===== config.mk =====
export PLATFORM = sky130hd
export DESIGN_NAME = muldiv_seq_flat
export DESIGN_NICKNAME = d
export VERILOG_FILES = /design/src/rtl/muldiv_seq_if.sv /design/src/rtl/muldiv_seq.sv /design/src/flat_wrapper.sv
export SDC_FILE = /design/constraint.sdc
export NUM_CORES = 1
export LEC_CHECK = 0
export BUFFER_PORTS_ARGS = -buffer_cell sky130_fd_sc_hd__buf_2
export CORE_MARGIN = 1.5
export CORE_UTILIZATION = 40
export CTS_CLUSTER_SIZE = 14
export DETAILED_ROUTE_END_ITERATION = 8
export PLACE_DENSITY = 0.6
export SYNTH_ARGS = -nofsm -noshare
export SYNTH_HDL_FRONTEND = slang
export SYNTH_SLANG_ARGS = --single-unit

===== constraint.sdc =====
create_clock -name clk -period 2 [get_ports clk]
set_input_delay 0.5 -clock clk [delete_from_list [all_inputs] [get_ports clk]]
set_output_delay 0.5 -clock clk [all_outputs]
set_load 0.02 [all_outputs]

===== src/rtl/muldiv_seq_if.sv =====
// rtl/muldiv_seq_if.sv - request/result bundle for the multi-cycle multiply/divide sequencer
//
// Signals:
//   start    request, sampled only while the sequencer is idle
//   op       op[0]: 0=multiply 1=divide; op[1]: signed (SIGNED_MD_EN builds only)
//   src_a    multiplicand / dividend
//   src_b    multiplier / divisor
//   busy     operation in progress
//   done     one-cycle result-valid pulse
//   hi, lo   product[63:32]/remainder, product[31:0]/quotient
//   div_zero last divide had src_b==0
// master = pipeline side, slave = sequencer side.
interface muldiv_seq_if #(
  parameter int WIDTH = 32
);
  logic             start;
  logic [1:0]       op;
  logic [WIDTH-1:0] src_a;
  logic [WIDTH-1:0] src_b;
  logic             busy;
  logic             done;
  logic [WIDTH-1:0] hi;
  logic [WIDTH-1:0] lo;
  logic             div_zero;

  modport master (
    output start, op, src_a, src_b,
    input  busy, done, hi, lo, div_zero
  );

  modport slave (
    input  start, op, src_a, src_b,
    output busy, done, hi, lo, div_zero
  );
endinterface


===== src/rtl/muldiv_seq.sv =====
// rtl/muldiv_seq.sv - multi-cycle MULTU/DIVU (optionally MULT/DIV) sequencer driving the shared ALU
//
// Ports:
//   clk      rising-edge clock
//   reset    asynchronous active-low reset
//   md       muldiv_seq_if.slave request/result bundle
//   alu_a    shared ALU operand a
//   alu_b    shared ALU operand b
//   alu_gin  shared ALU control (010 ADD, 110 SUB)
//   alu_sum  shared ALU result, combinational return
//
// Optional macro SIGNED_MD_EN: op[1] selects signed MULT/DIV. Operands are
// converted to magnitudes on acceptance and a one-cycle FIX state restores
// the result signs, giving 33-edge latency instead of 32.
module muldiv_seq #(
  parameter int WIDTH = 32,
  parameter int CNT_W = 6
) (
  input  logic             clk,
  input  logic             reset,
  muldiv_seq_if.slave      md,
  output logic [WIDTH-1:0] alu_a,
  output logic [WIDTH-1:0] alu_b,
  output logic [2:0]       alu_gin,
  input  logic [WIDTH-1:0] alu_sum
);
  localparam logic [2:0] GIN_ADD = 3'b010;
  localparam logic [2:0] GIN_SUB = 3'b110;
  localparam logic [CNT_W-1:0] LAST_CNT = CNT_W'(WIDTH - 1);

`ifdef SIGNED_MD_EN
  typedef enum logic [1:0] {S_IDLE, S_RUN, S_FIX} state_t;
`else
  typedef enum logic [1:0] {S_IDLE, S_RUN} state_t;
`endif

  state_t           state, state_nxt;
  logic [CNT_W-1:0] cnt;
  logic             is_div;
  logic [WIDTH-1:0] acc;      // P_hi for multiply, R for divide
  logic [WIDTH-1:0] lo_q;     // P_lo for multiply, Q for divide
  logic [WIDTH-1:0] opnd;     // M for multiply, D for divide
  logic [WIDTH-1:0] acc_nxt, lo_nxt;
  logic [WIDTH-1:0] hi_r, lo_r;
  logic             done_r, div_zero_r;
  logic             start_dz, last, carry, nob, ok;
  logic [WIDTH-1:0] mag_a, mag_b;

  assign start_dz = md.op[0] && (md.src_b == '0);
  assign last     = (cnt == LAST_CNT);

`ifdef SIGNED_MD_EN
  localparam logic [WIDTH-1:0]   ONE  = 1;
  localparam logic [2*WIDTH-1:0] ONE2 = 1;
  logic sa, sb, sa_in, sb_in;
  logic [2*WIDTH-1:0] prod_mag;
  assign sa_in    = md.op[1] & md.src_a[WIDTH-1];
  assign sb_in    = md.op[1] & md.src_b[WIDTH-1];
  assign mag_a    = sa_in ? (~md.src_a + ONE) : md.src_a;
  assign mag_b    = sb_in ? (~md.src_b + ONE) : md.src_b;
  assign prod_mag = {acc, lo_q};
`else
  logic unused_op1;
  assign unused_op1 = md.op[1];
  assign mag_a      = md.src_a;
  assign mag_b      = md.src_b;
`endif

  // One shift-add / restoring-subtract step using the shared ALU result.
  always_comb begin
    carry = (alu_a[WIDTH-1] & alu_b[WIDTH-1]) |
            ((alu_a[WIDTH-1] | alu_b[WIDTH-1]) & ~alu_sum[WIDTH-1]);
    nob   = (alu_a[WIDTH-1] & ~alu_b[WIDTH-1]) |
            ((alu_a[WIDTH-1] | ~alu_b[WIDTH-1]) & ~alu_sum[WIDTH-1]);
    // A set R[31] means the shifted remainder already exceeds any divisor.
    ok    = acc[WIDTH-1] | nob;
    if (is_div) begin
      acc_nxt = ok ? alu_sum : alu_a;
      lo_nxt  = {lo_q[WIDTH-2:0], ok};
    end else if (lo_q[0]) begin
      {acc_nxt, lo_nxt} = {carry, alu_sum, lo_q[WIDTH-1:1]};
    end else begin
      {acc_nxt, lo_nxt} = {1'b0, acc, lo_q[WIDTH-1:1]};
    end
  end

  // State register
  always_ff @(posedge clk or negedge reset) begin
    if (!reset) state <= S_IDLE;
    else        state <= state_nxt;
  end

  // Next-state logic
  always_comb begin
    state_nxt = state;
    case (state)
      S_IDLE: if (md.start && !start_dz) state_nxt = S_RUN;
`ifdef SIGNED_MD_EN
      S_RUN:  if (last) state_nxt = S_FIX;
      S_FIX:  state_nxt = S_IDLE;
`else
      S_RUN:  if (last) state_nxt = S_IDLE;
`endif
      default: state_nxt = S_IDLE;
    endcase
  end

  // Output logic: ALU drive and busy
  always_comb begin
    alu_a   = '0;
    alu_b   = '0;
    alu_gin = GIN_ADD;
    md.busy = (state != S_IDLE);
    if (state == S_RUN) begin
      alu_b = opnd;
      if (is_div) begin
        alu_a   = {acc[WIDTH-2:0], lo_q[WIDTH-1]};
        alu_gin = GIN_SUB;
      end else begin
        alu_a = acc;
      end
    end
  end

  // Datapath and result registers
  always_ff @(posedge clk or negedge reset) begin
    if (!reset) begin
      cnt        <= '0;
      is_div     <= 1'b0;
      acc        <= '0;
      lo_q       <= '0;
      opnd       <= '0;
      hi_r       <= '0;
      lo_r       <= '0;
      done_r     <= 1'b0;
      div_zero_r <= 1'b0;
`ifdef SIGNED_MD_EN
      sa         <= 1'b0;
      sb         <= 1'b0;
`endif
    end else begin
      done_r <= 1'b0;
      case (state)
        S_IDLE: begin
          if (md.start) begin
            if (start_dz) begin
              hi_r       <= md.src_a;
              lo_r       <= '1;
              div_zero_r <= 1'b1;
              done_r     <= 1'b1;
            end else begin
              div_zero_r <= 1'b0;
              cnt        <= '0;
              is_div     <= md.op[0];
              acc        <= '0;
              lo_q       <= md.op[0] ? mag_a : mag_b;
              opnd       <= md.op[0] ? mag_b : mag_a;
`ifdef SIGNED_MD_EN
              sa         <= sa_in;
              sb         <= sb_in;
`endif
            end
          end
        end
        S_RUN: begin
          acc  <= acc_nxt;
          lo_q <= lo_nxt;
          cnt  <= last ? '0 : cnt + 1'b1;
`ifndef SIGNED_MD_EN
          if (last) begin
            hi_r   <= acc_nxt;
            lo_r   <= lo_nxt;
            done_r <= 1'b1;
          end
`endif
        end
`ifdef SIGNED_MD_EN
        S_FIX: begin
          if (is_div) begin
            hi_r <= sa ? (~acc + ONE) : acc;
            lo_r <= (sa ^ sb) ? (~lo_q + ONE) : lo_q;
          end else begin
            {hi_r, lo_r} <= (sa ^ sb) ? (~prod_mag + ONE2) : prod_mag;
          end
          done_r <= 1'b1;
        end
`endif
        default: ;
      endcase
    end
  end

  assign md.done     = done_r;
  assign md.hi       = hi_r;
  assign md.lo       = lo_r;
  assign md.div_zero = div_zero_r;
endmodule


===== src/flat_wrapper.sv =====
// flat-port wrapper written by rule: the top's interface ports become plain ports
module muldiv_seq_flat 
#(
  parameter int WIDTH = 32,
  parameter int CNT_W = 6
)
  (clk, reset, alu_a, alu_b, alu_gin, alu_sum, md_start, md_op, md_src_a, md_src_b, md_busy, md_done, md_hi, md_lo, md_div_zero);
  muldiv_seq_if #(.WIDTH(WIDTH)) md_i ();
  input  logic clk;
  input  logic reset;
  output logic [WIDTH-1:0] alu_a;
  output logic [WIDTH-1:0] alu_b;
  output logic [2:0] alu_gin;
  input  logic [WIDTH-1:0] alu_sum;
  input wire logic [$bits(md_i.start)-1:0] md_start;
  input wire logic [$bits(md_i.op)-1:0] md_op;
  input wire logic [$bits(md_i.src_a)-1:0] md_src_a;
  input wire logic [$bits(md_i.src_b)-1:0] md_src_b;
  output wire logic [$bits(md_i.busy)-1:0] md_busy;
  output wire logic [$bits(md_i.done)-1:0] md_done;
  output wire logic [$bits(md_i.hi)-1:0] md_hi;
  output wire logic [$bits(md_i.lo)-1:0] md_lo;
  output wire logic [$bits(md_i.div_zero)-1:0] md_div_zero;
  assign md_i.start = md_start;
  assign md_i.op = md_op;
  assign md_i.src_a = md_src_a;
  assign md_i.src_b = md_src_b;
  assign md_busy = md_i.busy;
  assign md_done = md_i.done;
  assign md_hi = md_i.hi;
  assign md_lo = md_i.lo;
  assign md_div_zero = md_i.div_zero;
  muldiv_seq #(.WIDTH(WIDTH), .CNT_W(CNT_W)) u_core (.clk(clk), .reset(reset), .md(md_i), .alu_a(alu_a), .alu_b(alu_b), .alu_gin(alu_gin), .alu_sum(alu_sum));
endmodule

---- After elaboration in Yosys (flattened, before gate mapping) ----
Cells that the tools add are included.
storage, ports and cells
  register bits after elaboration ......... 171
  input bits .............................. 101
  output and inout bits ................... 134
operators by class
  $add $sub $neg .......................... 1
  equal/unequal tests ..................... 7
  multiplexer cells ....................... 37
  bitwise gates (word level) .............. 12
  reduce and logical (&&, ||, !) cells .... 12
operators with widths
  kind                   count
  $mux W32               20
  $pmux W32 S2           4
  $logic_not A32 Y1      1
  $mux W6                3
  $pmux W6 S2            1
  $add A6 B1 Y6 const B  1
  $eq A6 B5 Y1 const B   1
  $mux W3                2
  $ne A2 B1 Y1 const B   3
  $reduce_and A3 Y1      2
  $or A1 B1 Y1           5
  $and A1 B1 Y1          4
  $mux W2                2
  $ne A2 B2 Y1 const B   2
  $pmux W2 S2            1
  $reduce_and A2 Y1      2
  $reduce_and A4 Y1      1
  $reduce_bool A2 Y1     2
  $mux W1                3
  $not A1 Y1             3
  $eq A2 B1 Y1 const B   1
  $logic_and A1 B1 Y1    2
  $logic_not A2 Y1       1
  $pmux W1 S2            1
  $logic_not A1 Y1       1

---- Depth between registers and ports, before layout ----
Gate-level depths: netlist (run 1).
  depth after elaboration ................. 11
  depth in mapped cells ................... 8

---- Least setup slack after synthesis (run 1) ----
Ideal clock, no wire load.
  path kind ............................... reg2out
  start ................................... reg u_core.is_div
  end ..................................... out alu_a[21]
  arrival ................................. 1.755 ns
  required time ........................... 1.500 ns
  slack ................................... -0.255 ns
  stages on the path, launching flop included .. 6
  path through ............................ dfrtp_1 clkbuf_1 clkbuf_1 clkbuf_1 mux2i_1 nor2_1
on the way
  word-level cells in the longest chain between the ends .. 2
RTL lines
  element                 RTL line            RTL
  from (decl)             muldiv_seq.sv:39    logic is_div;
  from (signal assigned)  muldiv_seq.sv:154   is_div <= md.op[0];
  $mux W32                muldiv_seq.sv:116   if (is_div) begin
  $mux W32                muldiv_seq.sv:114   if (state == S_RUN) begin
  to (decl)               flat_wrapper.sv:11  output logic [WIDTH-1:0] alu_a;
Every way passes these cells.

---- Worst setup path in the final report (run 1) ----
  start ................................... reg u_core.is_div
  end ..................................... out alu_a[28]
Same word-level chain as after synthesis.

==> results of run 1 <==
cell usage in the layout (no fill, tap or decap), types with 30 or more instances in the layout:
cell / n
buf_6: 38
buf_4: 113
mux2i_1: 79
dfrtp_1: 167
inv_1: 34
nand2b_1: 45
o22ai_1: 31
mux2_2: 133
mux2_4: 35
buf_2: 174
clkbuf_16: 30
nand3_1: 35
o21ai_0: 47
nor2_1: 75
nand2_1: 120
critical path, cell delays in order (launching register included):
cell     delay, ns
dfrtp_4       0.49
buf_12        0.16
buf_16        0.15
mux2i_2       0.23
nor2_1        0.07
buf_4         0.16
final cells by class:
cell class	count	area, um2
clock inverters	13	159
multi-input cells	783	6150
well taps	330	413
diodes	2	5.00
flip-flops and latches	170	4260
fillers	2185	10600
repair buffers	373	3230
inverters	36	140
clock buffers	19	433
report_power, final:
group,total [mW],internal [mW],switching [mW]
Combinational,15.6,7.66,7.96
Sequential,6.72,5.14,1.58
Clock,3.41,1.88,1.53
Total,25.8,14.7,11.1
state kept, by name, indices dropped and copies added (netlist names):
| name | cells |
|---|---|
| u_core.state | 1 |
| u_core.lo_q | 32 |
| u_core.cnt | 6 |
| u_core.md.lo | 32 |
| u_core.acc | 32 |
| u_core.md.div_zero | 1 |
| u_core.is_div | 1 |
| u_core.opnd | 32 |
| u_core.md.hi | 32 |
| u_core.md.done | 1 |
kinds of logic (layout without fill, tap and decap cells):
family	Yosys count	count (layout)	share of synthesized area
other cells	2	4	0.000720
mux	251	251	0.261
xor+xnor	3	3	0.00252
buf+inv	125	441	0.0500
flops	170	170	0.408
fa+ha+maj	2	2	0.00216
compound gates	194	194	0.129
simple gates	330	331	0.147
path summary, 6_finish.rpt:
check	cells after the start	endpoint	slack (ns)
worst min-delay path	2	u_core.md.lo[23]	0.45
worst max-delay path	5	alu_a[28]	-0.19
worst max register to register	7	u_core.md.hi[26]	-0.13
max in group asynchronous	3	u_core.acc[0]	0.89
worst min register to register	1	u_core.opnd[21]	0.50
min in group clk	3	u_core.opnd[31]	0.45
routing by layer:
metal,share of wire,GRT usage,vias up
met3,0.065,0.0442,60
met2,0.46,0.403,406
met1,0.45,0.355,4838
li1,-,-,4483
met4,0.033,0.114,4
met5,0.00044,0,-
timing repair:
item	4_1_cts	5_1_grt
hold buffers	1	0
pin swaps	4	10
setup endpoints to repair	97	120
hold endpoints to repair	8	0
cloned	7	15
setup buffers	5	26
resized for setup	66	143
==> summary.txt, run 1 <==
Status
  • Status: complete, but fails checks
  • Violations in the final reports: setup timing

Clock network
  • Clock Path Buffers: 2
  • Clock Root Buffer: clkbuf_16
  • TritonCTS buffer count: 17
  • H-tree levels: 4
  • Clock Sink Count: 170
  • CTS tree: done
  • Clock-pin slew on the worst setup and hold paths: 0.07 ns
  • Skew-Pair Late Insertion Delay: 0.43 ns

Yosys
  • Synth area leaders: dfrtp_1 41%, mux2_2 15%, mux2i_1 8.0%
  • Syn_area_per_cell: 9.69 um2
  • Warnings, synthesis: 0
  • Synth top cells by count: 170 x dfrtp_1, 136 x mux2_2, 121 x nand2_1
  • Asr flop ratio synth: 1.00
  • Sequential fraction of the synthesis area: 0.408
  • Synth Register Bits: 170
  • Syn nets: 1,179
  • Post-synthesis cell count: 1,077
  • Post-synth top area share: 0.408
  • Synth Cell Area: 10,400 um2
  • Post-synth EDFFs: 0
  • Distinct cells, synth: 46
  • Dominant cell type by area after synthesis: dfrtp_1
  • Commonest register cell after synthesis: dfrtp_1
  • Count leader, synth: dfrtp_1

Critical path
  • Crit path launch type: flop
  • Reg2reg start: u_core.state[0]
  • CP arrival: 1.69 ns
  • Worst Path Required: 1.50 ns
  • Critical path type: flop to output port
  • Crit Path Max Fanout: 7
  • Setup crit start: u_core.is_div
  • Setup crit end kind: output port

Layout
  • Layout area overhead: 41.8%
  • Design Area, Final: 14,800 um2
  • Layout cells sized above 1: 0.456
  • Nets: 1,483
  • Final Instance Count excl. Fillers: 1,726
  • Final Util: 0.583

Place
  • Pre-CTS setup slack: -0.638 ns
  • # port buffers: 231
  • Placed Instances: 1,638
  • Dpl hpwl: 24,300 um
  • Global placement routability congestion: 0.874
  • Placed cell areas: 12,600 um2

Floorplan
  • Height of the die: 165 um
  • Core Region: 25,400 um2
  • Io pins: 235
  • Die width: 165 um
  • Initial Util: 0.411
  • Die Area: 27,100 um2
  • Site Rows: 58

Flow run
  • Max cap viols: 0

STA
  • Setup violators final: 104
  • Least-Margin Pin Slew: 0.863 ns
  • Final period util: 1.09
  • Setup TNS: -7.11 ns
  • Fin Hold WS: 0.450 ns
  • Worst Slack Setup Final: -0.189 ns
  • Slew margin rel.: 0.425
  • Clock skew: 0.0172 ns
  • RSZ-0062 raised after global routing: true
  • F_max: 457 MHz
  • Final hold violation count: 0
  • Fin. max-slew vios: 0
  • Minimum clock period: 2.19 ns

GRT
  • Largest net degree at the start of global routing: 72
  • Remaining Overflow, GRT: 0
  • GRT Overall Usage: 0.259
  • Initial antenna violation count: 4
  • First-pass GRT wire length: 53,100 um
  • Vias in the first global route: 9,230

Drt
  • DRT Wirelength: 38,200 um
  • Pre-Repair DR Iteration Count: 5
  • Final ANT Viol Nets: 0
  • Vias after detailed routing: 9,791
  • WL per Instance: 22.2 um
  • Via-per-instance ratio: 5.67
  • First DRT Iteration DRCs: 763
  • Drt drc: 0

Power
  • Pwr dens: 1740 nW/um2
  • Power, Total: 25.8 mW
  • P_leak: 7.19 nW
  • Worst VDD drop: 0.832 mV

Worst hold path
  • Hold WC Path Type: primary input to asynchronous set/reset pin
(Power assumes the default switching activity.)
==> inputs of run 2 (changes only) <==
- CORE_UTILIZATION: 40 -> 48
- PLACE_DENSITY: 0.6 -> 0.71
==> run 2 against run 1 <==
Net effect:
- the flow finishes with violations (hold timing, setup timing)
- clock power shrank 3%
- sequential share of layout area fell by 0.93 points
- final area increased by 3.3%
==> summary.txt, run 2 (same netlist as run 1, synthesis figures left out) <==
Status
  • Status: complete, but fails checks
  • Violations in the final reports: hold timing, setup timing

Layout
  • Final Instance Count excl. Fillers: 1,683
  • Design Area, Final: 15,300 um2
  • Nets: 1,495
  • Fill cells: 1,442
  • Final Util: 0.723
  • Most common cell after layout, fill and taps aside: buf_2
  • Layout cells sized above 1: 0.482
  • Area of the multi-input gates: 6590 um2
  • Layout area overhead: 46.5%
  • Most frequent cells in the layout: 178 x buf_2, 168 x dfrtp_1, 123 x mux2_2
  • Seq. cell area: 4260 um2

Clock network
  • Clock Path Buffers: 2
  • Clock-pin slew on the worst setup and hold paths: 0.08 ns
  • Skew-Pair Late Insertion Delay: 0.43 ns
  • Cts hold-fix bufs: 0
  • CTS tree: done
  • TritonCTS buffer count: 17
  • Clock Root Buffer: clkbuf_16
  • H-tree levels: 4
  • Clock Sink Count: 170

Critical path
  • R2r worst-path depth: 9
  • Crit Path Max Fanout: 6
  • Worst Path Buf+Inv: 3
  • Critical path type: flop to output port
  • Worst Path Required: 1.50 ns
  • Family with the most delay on the worst path: flip-flops
  • Critical path depth: 5
  • Crit path launch type: flop
  • Reg2reg start: u_core.is_div
  • FF-to-FF End: u_core.md.hi[12]
  • Setup crit end kind: output port
  • Worst-path cell chain: buf_12 > buf_16 > mux2i_1 > nor2_1 > buf_4
  • Slowest-stage cell, CP: dfrtp_4
  • Critical Path Max Stage Delay: 0.55 ns
  • R2r setup slk: -0.15 ns
  • CP arrival: 1.70 ns

Floorplan
  • Site Rows: 53
  • Die Area: 22,600 um2
  • Height of the die: 150 um
  • Die width: 150 um
  • Core Region: 21,200 um2
  • Io pins: 235
  • Initial Util: 0.493

GRT
  • Initial antenna violation count: 1
  • First-pass GRT wire length: 52,500 um
  • GRT Overall Usage: 0.303
  • Largest net degree at the start of global routing: 69
  • Remaining Overflow, GRT: 0
  • Vias in the first global route: 9,403

STA
  • Final hold violation count: 1
  • Fin Hold WS: -0.0000875 ns
  • Slew margin rel.: 0.415
  • Final period util: 1.10
  • Least-Margin Pin Slew: 0.878 ns
  • Fin. max-slew vios: 0
  • Clock skew: 0.0111 ns
  • RSZ-0062 raised after global routing: true
  • Setup TNS: -9.99 ns
  • Setup violators final: 144
  • Minimum clock period: 2.20 ns
  • Worst Slack Setup Final: -0.202 ns
  • F_max: 454 MHz

Drt
  • WL per Instance: 23.4 um
  • Pre-Repair DR Iteration Count: 6
  • DRT Wirelength: 39,400 um
  • Drt drc: 0
  • Via-per-instance ratio: 6.16
  • First DRT Iteration DRCs: 904
  • Final ANT Viol Nets: 0
  • Vias after detailed routing: 10,400

Place
  • # port buffers: 231
  • Placed Instances: 1,579
  • Global placement routability congestion: 0.883
  • Dpl hpwl: 22,900 um
  • Placed cell areas: 12,500 um2

Power
  • Int Pwr: 15.3 mW
  • P_leak: 7.38 nW
  • Sequential share of power: 0.254
  • Power share of the clock group: 0.122
  • NetSw: 12.0 mW
  • Pwr dens: 1780 nW/um2
  • Sw Share: 0.440
  • Power share of the combinational group: 0.625
  • Worst VDD drop: 1.02 mV

Flow run
  • Max cap viols: 0

Worst hold path
  • Hold WC Path Type: primary input to asynchronous set/reset pin
==> run 2: cell types whose count changed in the layout (fill, tap and decap cells not counted), sizes merged <==
| cell | change |
|---|---|
| inv | +3 |
| buf | +11 |
| dlygate4sd3 | -1 |
| clkinv | +4 |
| bufbuf | +1 |
| clkinvlp | -4 |
| bufinv | -2 |
==> run 2: repair_timing <==
item,CTS,global route
gates cloned,10,20
pin swaps,6,43
resized for setup,123,166
setup endpoints to repair,212,200
buffers inserted,15,29
==> run 2: final cells by class <==
type                    instances  share of cell area
clock inverters                14             0.00966
repair buffers                385               0.220
clock buffers                  18              0.0281
inverters                      36             0.00900
multi-input cells             783               0.431
flip-flops and latches        170               0.279
diodes                          2            0.000327
well taps                     275              0.0225
==> run 2: how the worst max path moves through the flow <==
stage                  endpoint          start
2_1_floorplan  u_core.md.lo[25]    md_src_b[4]
3_3_place_gp      u_core.cnt[0]   md_src_b[14]
3_5_place_dp    u_core.opnd[25]   md_src_b[19]
4_1_cts               alu_a[31]  u_core.is_div
5_1_grt               alu_a[27]  u_core.is_div
6_report              alu_a[27]  u_core.is_div
==> run 2: metal layers <==
| layer | vias up | GRT usage | part of all wire |
|---|---|---|---|
| li1 | 4506 | - | - |
| met1 | 5065 | 0.419 | 0.39 |
| met2 | 668 | 0.483 | 0.47 |
| met3 | 132 | 0.0436 | 0.093 |
| met4 | 0 | 0.113 | 0.048 |
| met5 | - | 0 | 0 |
==> run 2: through the flow <==
stage               setup WS, ns  power, mW
floorplan                -0.0930       15.0
global placement          -0.525       18.9
detailed placement        -0.571       19.2
CTS                       -0.171       24.4
global route              -0.262       28.6
finish                    -0.202       27.3
==> run 2: power groups by stage <==
stage	Sequential [mW]	Clock (mW)	Combinational (mW)
after CTS	6.61	3.32	14.4
final	6.91	3.32	17.0
after floorplan	6.92	0	8.09
after detailed placement	6.62	0	12.5
after global routing	7.06	3.46	18.1
after global placement	6.58	0	12.3
==> inputs of run 3 (changes only) <==
- ABC_AREA: not set -> 1
- CTS_CLUSTER_SIZE: 14 -> not set
- PLACE_DENSITY: 0.71 -> 0.72
==> run 3 against run 2 <==
Net effect:
- the run ends with setup timing left
- clock-buffer cell count down 1
- die area decreased by 8.9%
- sequential share of layout area up 5.0 points
- setup slack better by 0.088 ns
- via count rose by 2.6%
- flip-flop and latch count is the same
- sequential power decreased by 15%
- synthesized cell count is 24% higher
- final area is 15% lower
- register-to-register slack improved by 0.24 ns
- largest cell class unchanged
- largest power group unchanged
==> summary.txt, run 3 <==
Status
  • Status: complete, but fails checks
  • Violations in the final reports: setup timing

Clock network
  • Clock Path Buffers: 2
  • CTS tree: done
  • Clock Root Buffer: clkbuf_16
  • Clock-pin slew on the worst setup and hold paths: 0.07 ns
  • TritonCTS buffer count: 17
  • Skew-Pair Late Insertion Delay: 0.44 ns
  • Cts hold-fix bufs: 0
  • H-tree levels: 4
  • Clock Sink Count: 170

GRT
  • Vias in the first global route: 9,536
  • Initial antenna violation count: 1
  • First-pass GRT wire length: 53,500 um
  • GRT Overall Usage: 0.343
  • Remaining Overflow, GRT: 0
  • Largest net degree at the start of global routing: 67

Floorplan
  • Die width: 144 um
  • Height of the die: 144 um
  • Core Region: 19,400 um2
  • Site Rows: 51
  • Die Area: 20,600 um2
  • Io pins: 235
  • Initial Util: 0.489

Critical path
  • Crit path launch type: flop
  • R2r setup slk: 0.09 ns
  • FF-to-FF End: u_core.acc[20]
  • R2r worst-path depth: 11
  • Crit Path Max Fanout: 8
  • Critical path type: flop to output port
  • Worst Path Required: 1.50 ns
  • Reg2reg start: u_core.is_div
  • CP arrival: 1.61 ns
  • Setup crit end kind: output port
  • Setup crit start: u_core.is_div

Yosys
  • Synth Area in Compound Gates: 0.191
  • Mux contribution to synthesized area: 0
  • Synth top cells by count: 461 x nand2_1, 170 x dfrtp_1, 106 x a21oi_1
  • Syn_area_per_cell: 7.12 um2
  • Synth Area in Adders: 0.00132
  • Sequential fraction of the synthesis area: 0.448
  • Asr flop ratio synth: 1.00
  • Distinct cells, synth: 30
  • Warnings, synthesis: 0
  • Post-synth top area share: 0.448
  • Synth Register Bits: 170
  • Syn nets: 1,436
  • Synth Cell Area: 9490 um2
  • Synth Area in XOR/XNOR: 0.00185
  • Post-synthesis cell count: 1,334
  • Count leader, synth: nand2_1
  • Largest family of logic cells by synthesized area: simple AND/OR/NAND/NOR gates
  • Dominant cell type by area after synthesis: dfrtp_1
  • Synth area leaders: dfrtp_1 45%, nand2_1 18%, a21oi_1 5.6%
  • Commonest register cell after synthesis: dfrtp_1
  • Simple-gate share of the synthesized area: 0.272
  • Post-synth EDFFs: 0

STA
  • Minimum clock period: 2.11 ns
  • RSZ-0062 raised after global routing: true
  • Least-Margin Pin Slew: 0.577 ns
  • Final period util: 1.06
  • Setup TNS: -2.46 ns
  • Setup violators final: 33
  • Fin. max-slew vios: 0
  • F_max: 473 MHz
  • Final hold violation count: 0
  • Worst Slack Setup Final: -0.114 ns
  • Clock skew: 0.0103 ns
  • Fin Hold WS: 0.0000702 ns
  • Slew margin rel.: 0.615

Layout
  • Most common cell after layout, fill and taps aside: nand2_1
  • Layout area overhead: 36.2%
  • Nets: 1,689
  • Final Util: 0.667
  • Design Area, Final: 12,900 um2
  • Final Instance Count excl. Fillers: 1,866
  • Layout cells sized above 1: 0.276
  • Most frequent cells in the layout: 442 x nand2_1, 197 x buf_2, 168 x dfrtp_1

Power
  • P_leak: 6.59 nW
  • Pwr dens: 1700 nW/um2
  • Worst VDD drop: 0.830 mV
  • Power, Total: 22.0 mW

Drt
  • Drt drc: 0
  • WL per Instance: 18.9 um
  • Via-per-instance ratio: 5.70
  • Final ANT Viol Nets: 0
  • DRT Wirelength: 35,200 um
  • Vias after detailed routing: 10,600
  • First DRT Iteration DRCs: 1,151
  • Pre-Repair DR Iteration Count: 6

Worst hold path
  • Hold WC Path Type: primary input to asynchronous set/reset pin

Place
  • Pre-CTS setup slack: -0.0624 ns
  • Global placement routability congestion: 0.951
  • Placed Instances: 1,807
  • Dpl hpwl: 24,400 um
  • # port buffers: 231
  • Placed cell areas: 11,300 um2

Flow run
  • Max cap viols: 0
-- run 3: changes by cell type after synthesis, sizes merged, moves of 60 or more --
cell,change
a21oi,+97
inv,+60
mux2i,-83
o21ai,+67
nand2,+342
mux2,-168
-- run 3: cells by family (layout without fill, tap and decap cells) --
kind of cell    after synthesis  count (layout)
other cells                   2               4
compound gates              323             323
fa+ha+maj                     1               1
xor+xnor                      2               2
flops                       170             170
buf+inv                     193             458
simple gates                643             643
-- run 3: where the power goes --
group / internal (mW) / switching [mW] / total, mW
combinational: 4.81 / 7.80 / 12.6
sequential: 4.88 / 0.973 / 5.85
clock: 1.99 / 1.50 / 3.49
total: 11.7 / 10.3 / 22.0
-- run 3: final cells by class --
class	instances	area [um2]
fillers	1658	6470
inverters	98	378
diodes	2	5.00
flip-flops and latches	170	4260
clock buffers	17	425
clock inverters	14	184
multi-input cells	971	4850
well taps	265	332
repair buffers	329	2500
-- run 3: worst max path at each step --
stage / cells after the start / slack [ns] / to
3_5_place_dp: 10 / -0.06 / u_core.md.hi[24]
6_report: 5 / -0.11 / alu_a[5]
5_1_grt: 7 / -0.15 / alu_a[2]
2_1_floorplan: 10 / -0.01 / u_core.md.hi[8]
4_1_cts: 7 / -0.11 / alu_a[2]
3_3_place_gp: 10 / -0.04 / u_core.md.hi[15]
-- run 3: per-layer routing --
layer / wire, um / track usage / up-vias
li1: - / - / 4901
met3: 3890 / 0.0796 / 101
met1: 14500 / 0.484 / 4980
met2: 15600 / 0.517 / 662
met4: 1220 / 0.119 / 0
met5: 0 / 0 / -
-- run 3: what timing repair did --
action | in CTS | in global routing
setup endpoints to repair | 54 | 105
gates cloned | 4 | 3
pin swaps | 3 | 4
buffers inserted | 16 | 4
resized for setup | 151 | 22
-- run 3: worst max-delay path, cell delays in order, from the launching register on --
cell	delay, ns
dfrtp_2	0.41
buf_6	0.14
nand2_8	0.07
buf_4	0.19
o22ai_4	0.21
buf_6	0.15
